## src/rtl/ysyx_22040088_lsu_if.sv

```systemverilog
// rtl/ysyx_22040088_lsu_if.sv - LSU request/grant/rvalid memory bus
interface ysyx_22040088_lsu_if #(
    parameter int ADDR_W = 64,
    parameter int DATA_W = 64
);
    logic              bus_req;
    logic              bus_gnt;
    logic              bus_we;
    logic [ADDR_W-1:0] bus_addr;
    logic [DATA_W-1:0] bus_wdata;
    logic [7:0]        bus_wstrb;
    logic              bus_rvalid;
    logic [DATA_W-1:0] bus_rdata;

    modport master (
        output bus_req, bus_we, bus_addr, bus_wdata, bus_wstrb,
        input  bus_gnt, bus_rvalid, bus_rdata
    );

    modport slave (
        input  bus_req, bus_we, bus_addr, bus_wdata, bus_wstrb,
        output bus_gnt, bus_rvalid, bus_rdata
    );
endinterface

```

## src/rtl/ysyx_22040088_lsu.sv

```systemverilog
// rtl/ysyx_22040088_lsu.sv - load/store unit with lane steering, extension and error detection
module ysyx_22040088_lsu #(
    parameter int ADDR_W = 64,
    parameter int DATA_W = 64
) (
    input  logic              clk,
    input  logic              rst,
    input  logic              in_valid,
    output logic              in_ready,
    input  logic              mem_ena,
    input  logic              mem_wen,
    input  logic [3:0]        mem_mask,
    input  logic [1:0]        sel_memdata,
    input  logic [ADDR_W-1:0] addr,
    input  logic [DATA_W-1:0] wdata,
    output logic              out_valid,
    input  logic              out_ready,
    output logic [DATA_W-1:0] out_rdata,
    output logic              out_err,
    ysyx_22040088_lsu_if.master bus
);
    localparam logic [1:0] IDLE = 2'd0;
    localparam logic [1:0] REQ  = 2'd1;
    localparam logic [1:0] RESP = 2'd2;
    localparam logic [1:0] DONE = 2'd3;

    logic [1:0] state;
    logic [2:0] off_q;
    logic [3:0] mask_q;
    logic       zext_q;
    logic       wen_q;

    logic       mask_onehot;
    logic       misaligned;
    logic [7:0] strb_base;
    logic [7:0] strb;
    logic [DATA_W-1:0] shifted_rd;
    logic [DATA_W-1:0] load_data;

    assign in_ready     = (state == IDLE);
    assign out_valid    = (state == DONE);
    assign bus.bus_req  = (state == REQ);

    // Size decode: only legal one-hot masks produce a nonzero byte pattern.
    always_comb begin
        mask_onehot = 1'b1;
        misaligned  = 1'b0;
        strb_base   = 8'h00;
        case (mem_mask)
            4'b0001: begin strb_base = 8'hFF; misaligned = (addr[2:0] != 3'd0); end
            4'b0010: begin strb_base = 8'h0F; misaligned = (addr[1:0] != 2'd0); end
            4'b0100: begin strb_base = 8'h03; misaligned = addr[0];             end
            4'b1000: begin strb_base = 8'h01; misaligned = 1'b0;                end
            default: mask_onehot = 1'b0;
        endcase
        strb = strb_base << addr[2:0];
    end

    always_comb begin
        shifted_rd = bus.bus_rdata >> {off_q, 3'b000};
        load_data  = '0;
        case (mask_q)
            4'b0001: load_data = shifted_rd;
            4'b0010: load_data = zext_q ? {32'd0, shifted_rd[31:0]}
                                        : {{32{shifted_rd[31]}}, shifted_rd[31:0]};
            4'b0100: load_data = zext_q ? {48'd0, shifted_rd[15:0]}
                                        : {{48{shifted_rd[15]}}, shifted_rd[15:0]};
            4'b1000: load_data = zext_q ? {56'd0, shifted_rd[7:0]}
                                        : {{56{shifted_rd[7]}}, shifted_rd[7:0]};
            default: load_data = '0;
        endcase
    end

    always_ff @(posedge clk) begin
        if (rst) begin
            state         <= IDLE;
            off_q         <= 3'd0;
            mask_q        <= 4'd0;
            zext_q        <= 1'b0;
            wen_q         <= 1'b0;
            out_rdata     <= '0;
            out_err       <= 1'b0;
            bus.bus_we    <= 1'b0;
            bus.bus_addr  <= '0;
            bus.bus_wdata <= '0;
            bus.bus_wstrb <= 8'h00;
        end else begin
            case (state)
                IDLE: begin
                    if (in_valid) begin
                        off_q     <= addr[2:0];
                        mask_q    <= mem_mask;
                        zext_q    <= sel_memdata[1];
                        wen_q     <= mem_wen;
                        out_rdata <= '0;
                        if (!mem_ena) begin
                            out_err <= 1'b0;
                            state   <= DONE;
                        end else if (!mask_onehot || misaligned) begin
                            out_err <= 1'b1;
                            state   <= DONE;
                        end else begin
                            out_err       <= 1'b0;
                            bus.bus_we    <= mem_wen;
                            bus.bus_addr  <= {addr[ADDR_W-1:3], 3'b000};
                            bus.bus_wdata <= wdata << {addr[2:0], 3'b000};
                            bus.bus_wstrb <= mem_wen ? strb : 8'h00;
                            state         <= REQ;
                        end
                    end
                end
                REQ: begin
                    // Bus fields stay latched until grant; rvalid has no meaning here.
                    if (bus.bus_gnt) begin
                        bus.bus_we    <= 1'b0;
                        bus.bus_wstrb <= 8'h00;
                        state         <= wen_q ? DONE : RESP;
                    end
                end
                RESP: begin
                    if (bus.bus_rvalid) begin
                        out_rdata <= load_data;
                        state     <= DONE;
                    end
                end
                DONE: begin
                    if (out_ready) state <= IDLE;
                end
                default: state <= IDLE;
            endcase
        end
    end
endmodule
```

## src/flat_wrapper.sv

```systemverilog
// flat-port wrapper written by rule: the top's interface ports become plain ports
module ysyx_22040088_lsu_flat 
#(
    parameter int ADDR_W = 64,
    parameter int DATA_W = 64
)
  (clk, rst, in_valid, in_ready, mem_ena, mem_wen, mem_mask, sel_memdata, addr, wdata, out_valid, out_ready, out_rdata, out_err, bus_bus_req, bus_bus_we, bus_bus_addr, bus_bus_wdata, bus_bus_wstrb, bus_bus_gnt, bus_bus_rvalid, bus_bus_rdata);
  ysyx_22040088_lsu_if #(.ADDR_W(ADDR_W), .DATA_W(DATA_W)) bus_i ();
  input  logic clk;
  input  logic rst;
  input  logic in_valid;
  output logic in_ready;
  input  logic mem_ena;
  input  logic mem_wen;
  input  logic [3:0] mem_mask;
  input  logic [1:0] sel_memdata;
  input  logic [ADDR_W-1:0] addr;
  input  logic [DATA_W-1:0] wdata;
  output logic out_valid;
  input  logic out_ready;
  output logic [DATA_W-1:0] out_rdata;
  output logic out_err;
  output wire logic [$bits(bus_i.bus_req)-1:0] bus_bus_req;
  output wire logic [$bits(bus_i.bus_we)-1:0] bus_bus_we;
  output wire logic [$bits(bus_i.bus_addr)-1:0] bus_bus_addr;
  output wire logic [$bits(bus_i.bus_wdata)-1:0] bus_bus_wdata;
  output wire logic [$bits(bus_i.bus_wstrb)-1:0] bus_bus_wstrb;
  input wire logic [$bits(bus_i.bus_gnt)-1:0] bus_bus_gnt;
  input wire logic [$bits(bus_i.bus_rvalid)-1:0] bus_bus_rvalid;
  input wire logic [$bits(bus_i.bus_rdata)-1:0] bus_bus_rdata;
  assign bus_bus_req = bus_i.bus_req;
  assign bus_bus_we = bus_i.bus_we;
  assign bus_bus_addr = bus_i.bus_addr;
  assign bus_bus_wdata = bus_i.bus_wdata;
  assign bus_bus_wstrb = bus_i.bus_wstrb;
  assign bus_i.bus_gnt = bus_bus_gnt;
  assign bus_i.bus_rvalid = bus_bus_rvalid;
  assign bus_i.bus_rdata = bus_bus_rdata;
  ysyx_22040088_lsu #(.ADDR_W(ADDR_W), .DATA_W(DATA_W)) u_core (.clk(clk), .rst(rst), .in_valid(in_valid), .in_ready(in_ready), .mem_ena(mem_ena), .mem_wen(mem_wen), .mem_mask(mem_mask), .sel_memdata(sel_memdata), .addr(addr), .wdata(wdata), .out_valid(out_valid), .out_ready(out_ready), .out_rdata(out_rdata), .out_err(out_err), .bus(bus_i));
endmodule
```

## config.mk

```make
export PLATFORM = sky130hd
export DESIGN_NAME = ysyx_22040088_lsu_flat
export DESIGN_NICKNAME = d
export VERILOG_FILES = /design/src/rtl/ysyx_22040088_lsu_if.sv /design/src/rtl/ysyx_22040088_lsu.sv /design/src/flat_wrapper.sv
export SDC_FILE = /design/constraint.sdc
export NUM_CORES = 1
export LEC_CHECK = 0
export CAP_MARGIN = 40
export CORE_ASPECT_RATIO = 1.1
export CORE_MARGIN = 3
export CORE_UTILIZATION = 42
export CTS_CLUSTER_SIZE = 28
export DETAILED_ROUTE_END_ITERATION = 16
export PLACE_DENSITY = 0.78
export SLEW_MARGIN = 5
export SYNTH_ARGS = -nofsm -noshare
export SYNTH_HDL_FRONTEND = slang
export SYNTH_SLANG_ARGS = --single-unit
```

## constraint.sdc

```tcl
create_clock -name clk -period 2.1 [get_ports clk]
set_clock_uncertainty 0.05 [all_clocks]
set_input_delay 0.315 -clock clk [delete_from_list [all_inputs] [get_ports clk]]
set_output_delay 0.315 -clock clk [all_outputs]
set_load 0.005 [all_outputs]
```

Word-level counts from Yosys, hierarchy flattened
Index checks and enable logic that the tools add are counted.

Flip-flop bits (word level): 210. Input port bits: 206. Word-level logic and storage cells: 76.

Eq/ne operators: 17. Shifts and indexed selects: 3. Muxes and demuxes: 31. Bitwise gates (word level): 1. Reductions and logical operators: 13.

Operators with widths (count): 2-to-1 mux 64 bit (5); one-hot mux 64 bit (4 select lines) (1); one-hot mux 64 bit (2 select lines) (1); << shifter 64 x 6 -> 64 bit (1); >> shifter 64 x 6 -> 64 bit (1); 2-to-1 mux 8 bit (5); one-hot mux 8 bit (4 select lines) (1); one-hot mux 8 bit (2 select lines) (1); 2-to-1 mux 2 bit (6); == test 4 x 1 -> 1 bit (second input constant) (2); == test 4 x 2 -> 1 bit (second input constant) (2); == test 4 x 3 -> 1 bit (second input constant) (2); == test 4 bit (second input constant) (2); 2-to-1 mux 1 bit (8); one-hot mux 2 bit (4 select lines) (1); AND reduction 4 bit (2); << shifter 8 x 3 -> 8 bit (1); != test 2 x 1 -> 1 bit (second input constant) (3); != test 2 bit (second input constant) (3); nonzero test 2 bit (3); AND reduction 5 bit (1); == test 2 bit (second input constant) (2); OR reduction 4 bit (1); one-hot mux 1 bit (3 select lines) (1); 9 further kinds (9).

Logic depth before layout (Yosys ltp)
Gate-level depths: netlist of run 1.

Word-level depth: 9. Gate-level depth with buffers: 11. Mapped depth without buffers: 7.

Worst setup path before layout of run 1
No wires, ideal clock.

Kind: reg-to-reg. Start: register u_core.off_q[1]. End: register u_core.out_rdata[40]. Data arrival time: 2079 ps. Path slack: -171 ps. Stages on the path, launching flop included: 9. Path buffers: 3. Cell sequence: dfxtp_1 buf_6 mux2_2 mux4_2 and4_1 buf_2 a211oi_4 buf_4 a221oi_1.

Cells in the longest elaborated chain, start to end: 5. Elaborated cells on any way between the ends: 7. Classes of those cells: shift (1); mux (6).

Ends and longest elaborated chain: from (decl) (RTL line ysyx_22040088_lsu.sv:28) `logic [2:0] off_q;`; from (signal assigned) (RTL line ysyx_22040088_lsu.sv:91) `off_q <= addr[2:0];`; >> shifter 64 x 6 -> 64 bit * (RTL line ysyx_22040088_lsu.sv:60) `shifted_rd = bus.bus_rdata >> {off_q, 3'b000};`; 2-to-1 mux 64 bit, on equally long branches (RTL line ysyx_22040088_lsu.sv:68, ysyx_22040088_lsu.sv:64, ysyx_22040088_lsu.sv:66); one-hot mux 64 bit (4 select lines) * (RTL line ysyx_22040088_lsu.sv:62) `case (mask_q)`; 2-to-1 mux 64 bit * (RTL line ysyx_22040088_lsu.sv:121) `if (bus.bus_rvalid) begin`; one-hot mux 64 bit (2 select lines) * (RTL line ysyx_22040088_lsu.sv:88) `case (state)`; to (signal assigned) (RTL line ysyx_22040088_lsu.sv:122) `out_rdata <= load_data;`; to (decl) (RTL line ysyx_22040088_lsu.sv:18) `output logic [DATA_W-1:0] out_rdata,`.

Mark *: on every way between the ends. The rest lies on a longest branch, timed or not. The select of a mux whose other input is x is not followed. A chain may end at the register's enable or synchronous reset.

Final worst setup path of run 1
Start: register u_core.off_q[1]. End: register u_core.out_rdata[61].

The elaborated chain is that of the path after synthesis.

==> results of run 1 <==
-- logic make-up (layout without fill, tap and decap cells) --
| group | after synthesis | count (layout) | synth area share |
|---|---|---|---|
| flip-flops | 210 | 210 | 0.3507 |
| AO/OA/AOI/OAI | 502 | 502 | 0.2615 |
| other | 1 | 4 | 0.0003128 |
| multiplexers | 146 | 146 | 0.1581 |
| adder cells (fa/ha/maj) | 4 | 4 | 0.004175 |
| AND/OR/NAND/NOR | 382 | 382 | 0.1647 |
| buffers and inverters | 166 | 638 | 0.05834 |
| XOR/XNOR | 3 | 3 | 0.002192 |
-- metrics by stage --
step	setup TNS, ns	utilization	power [mW]
after floorplan	-5.895	-	6.696
after global placement	-78.03	0.6214	8.710
after detailed placement	-82.17	0.6214	8.746
after CTS	-6.429	0.6577	13.26
after global routing	-10.37	0.6673	13.95
final	-9.348	0.6673	13.42
-- timing repair --
action	CTS	global route
resized for setup	35	40
endpoints found under the setup margin	67	97
cloned	2	3
pin swaps	5	16
hold buffers	0	0
buffers inserted	4	10
-- how the worst max path moves through the flow --
stage,start,to,slack (ns)
3_5_place_dp,bus_bus_rdata[23],u_core.out_rdata[8],-0.57
3_3_place_gp,bus_bus_rdata[23],u_core.out_rdata[8],-0.54
6_report,u_core.off_q[1],u_core.out_rdata[61],-0.22
2_1_floorplan,u_core.off_q[1],u_core.out_rdata[40],-0.17
4_1_cts,u_core.off_q[1],u_core.out_rdata[61],-0.14
5_1_grt,u_core.off_q[1],u_core.out_rdata[59],-0.22
-- power breakdown --
part | internal (mW) | switching [mW]
sequential | 4.14 | 0.152
combinational | 2.27 | 2.54
clock | 2.57 | 1.74
-- cells in the mapped netlist (all sizes together), types with 2 or more instances --
library cell  number
or2               11
dfxtp            210
ha                 4
a21oi            171
nor3              37
nor4bb             3
a21o               3
nor2b             35
nand2             89
nor4b              2
mux4              31
a22oi             10
a21boi            35
xor2               2
o41ai             10
a311oi             7
buf               54
nand3b             6
inv                7
mux2              37
a221oi            33
a2bb2oi            8
a32oi              8
a2111oi            2
clkbuf           105
and2               3
o21ai            132
nand4              9
a31o               7
nand2b            40
a221o              7
nand3             62
o211ai             4
o2111ai            2
o221ai             2
mux2i             78
nand4b             9
and4               2
a31oi              3
nor2              60
a211oi            45
nor3b              2
o22ai             10
or4                8
-- layout make-up --
| type | instances | area, sq um | area share |
|---|---|---|---|
| multi-input combinational | 1040 | 7396 | 0.3966 |
| clock inverter | 10 | 138.9 | 0.007448 |
| clock buffer | 31 | 656.9 | 0.03523 |
| tap | 363 | 454.2 | 0.02436 |
| sequential | 210 | 4212 | 0.2258 |
| inverter | 7 | 26.28 | 0.001409 |
| antenna | 1 | 2.502 | 0.0001342 |
| timing repair buffer | 590 | 5762 | 0.3090 |
-- cells in the final DEF (no fill, tap or decap), drive strengths merged, types with 31 or more instances in the layout --
master         synthesis  routed
a211oi                45      45
a21boi                35      35
a21oi                171     171
a221oi                33      33
buf                   54     186
clkbuf               105      33
clkdlybuf4s50          0     400
dfxtp                210     210
mux2                  37      37
mux2i                 78      78
mux4                  31      31
nand2                 89      89
nand2b                40      40
nand3                 62      62
nor2                  60      60
nor2b                 35      35
nor3                  37      37
o21ai                132     132
-- registers in the layout, summed over array words and instances (netlist names) --
signal                cells
u_core.bus.bus_addr      61
u_core.bus.bus_wdata     64
u_core.bus.bus_we         1
u_core.bus.bus_wstrb      8
u_core.mask_q             4
u_core.off_q              3
u_core.out_err            1
u_core.out_rdata         64
u_core.state              2
u_core.wen_q              1
u_core.zext_q             1
-- routing by layer --
layer  GRT usage  part of all wire  vias to the layer above
li1            -                 -                     6172
met1      0.3549              0.37                     6402
met2      0.5221              0.48                      731
met3     0.07653             0.094                      152
met4      0.1587             0.059                        4
met5           0           0.00046                        -
==> metrics.yaml, run 1 <==
grt_pass1_wl_mm: 75.07
grt_pass1_vias: 13230
r2r-start: "u_core.off_q[1]"
yosys_warnings: 0
worstPathMaxFanout: 11
fillers: 2266
hold_viol: 0
finalNetCount: 2083
antenna_found_initial: 3
synth_area_leaders: "dfxtp_1 35%, a21oi_1 7.1%, mux2i_1 6.5%"
drt_wl_total_mm: 49.90
path_cells: "mux2_4 > mux4_2 > and4_4 > a211oi_4 > buf_6 > buf_12 > a221oi_1"
area_growth_pct: 55.54
cts_buffers: 24
place_hpwl_mm: 36.36
die_h_um: 183.2
status: "complete, but fails checks"
yosys.area.top_type: "dfxtp_1"
wl_per_cell_um: 22.16
crit_arrival_ns: 2.65
powerDensity_nw_per_um2: 719.4
slew_viol_final: 0
placed_cell_area_sq_um: 17370
hp-class: "input port to register"
crit_buf_inv: 2
fin_area_sq_um: 18650
io_pins: 411
postSynthCellCount: 1414
overflow: 0
cpLargestDelayFamily: "multiplexers"
crit_path_start_kind: "register"
routabilityCongestion: 0.9779
crit_slowest_cell: "mux4_2"
core_area_sq_um: 27950
reg2reg_depth: 7
fin_crit_sh: 1.103
r2r_slack_ns: -0.22
hold-path-endpoint: "u_core.bus.bus_wdata[21]"
fin_ws_ns: -0.2160
vdd_drop_max_mv: 0.5903
holdWs_ns: 0.1439
cts_tree: "built"
cts-root-buf: "clkbuf_16"
vias: 13460
netlist_area_sq_um: 11990
portBuffers: 406
hold_path_depth: 2
final_antenna_net_count: 0
syn_avg_cell_area_sq_um: 8.479
synth_top_cell_area_share: 0.3507
row_count: 64
violations: "negative setup slack"
ys_async_sr_fraction: 0
rsz0062_at_grt: "yes"
worst_pin_slew_ns: 0.5013
start_util: 0.4290
clk_pin_slew_ns: 0.06
placed_cells: 2192
clock_path_buffers: 3
reg2reg_to: "u_core.out_rdata[61]"
critPathRequiredTime_ns: 2.43
cp.depth: 7
ys_seq_area_frac: 0.3507
drtPass1Iterations: 5
die_w_um: 167.1
cp-end-kind: "register"
grt_max_degree: 84
layoutNonFillerInstCount: 2252
crit_type: "register to register"
fp.dieArea_sq_um: 30610
max_freq_ghz: 0.4318
insertion_delay_ns: 0.52
synth_edf_count: 0
clock_sinks: 210
h-tree-depth: 1
drt_iter0_drc: 1129
grt.total_usage: 0.3052
drive_gt1_frac: 0.1933
max_stage_delay_ns: 0.54
cap_viol_max_count: 0
pre_cts_ws_ns: -0.5730
relSlewSlack: 0.6572
hp-start: "rst"
finalSetupViolCount: 59
fin_crit_ns: 2.316
synthFlopType: "dfxtp_1"
synth-seq-cells: 210
vias_per_cell: 5.977
total_leakage_power_nw: 6.502
drcViolationCount: 0
ys_types: 60
Note: power is estimated with default switching activity, not from simulation.
==> run 2: changes to the inputs <==
--- a/config.mk
+++ b/config.mk
@@ -12,7 +12,6 @@
 export CTS_CLUSTER_SIZE = 28
 export DETAILED_ROUTE_END_ITERATION = 16
 export PLACE_DENSITY = 0.78
-export SLEW_MARGIN = 5
 export SYNTH_ARGS = -nofsm -noshare
 export SYNTH_HDL_FRONTEND = slang
 export SYNTH_SLANG_ARGS = --single-unit
==> results of run 2 <==
Final layout, timing and power as in run 1 (identical DEF).
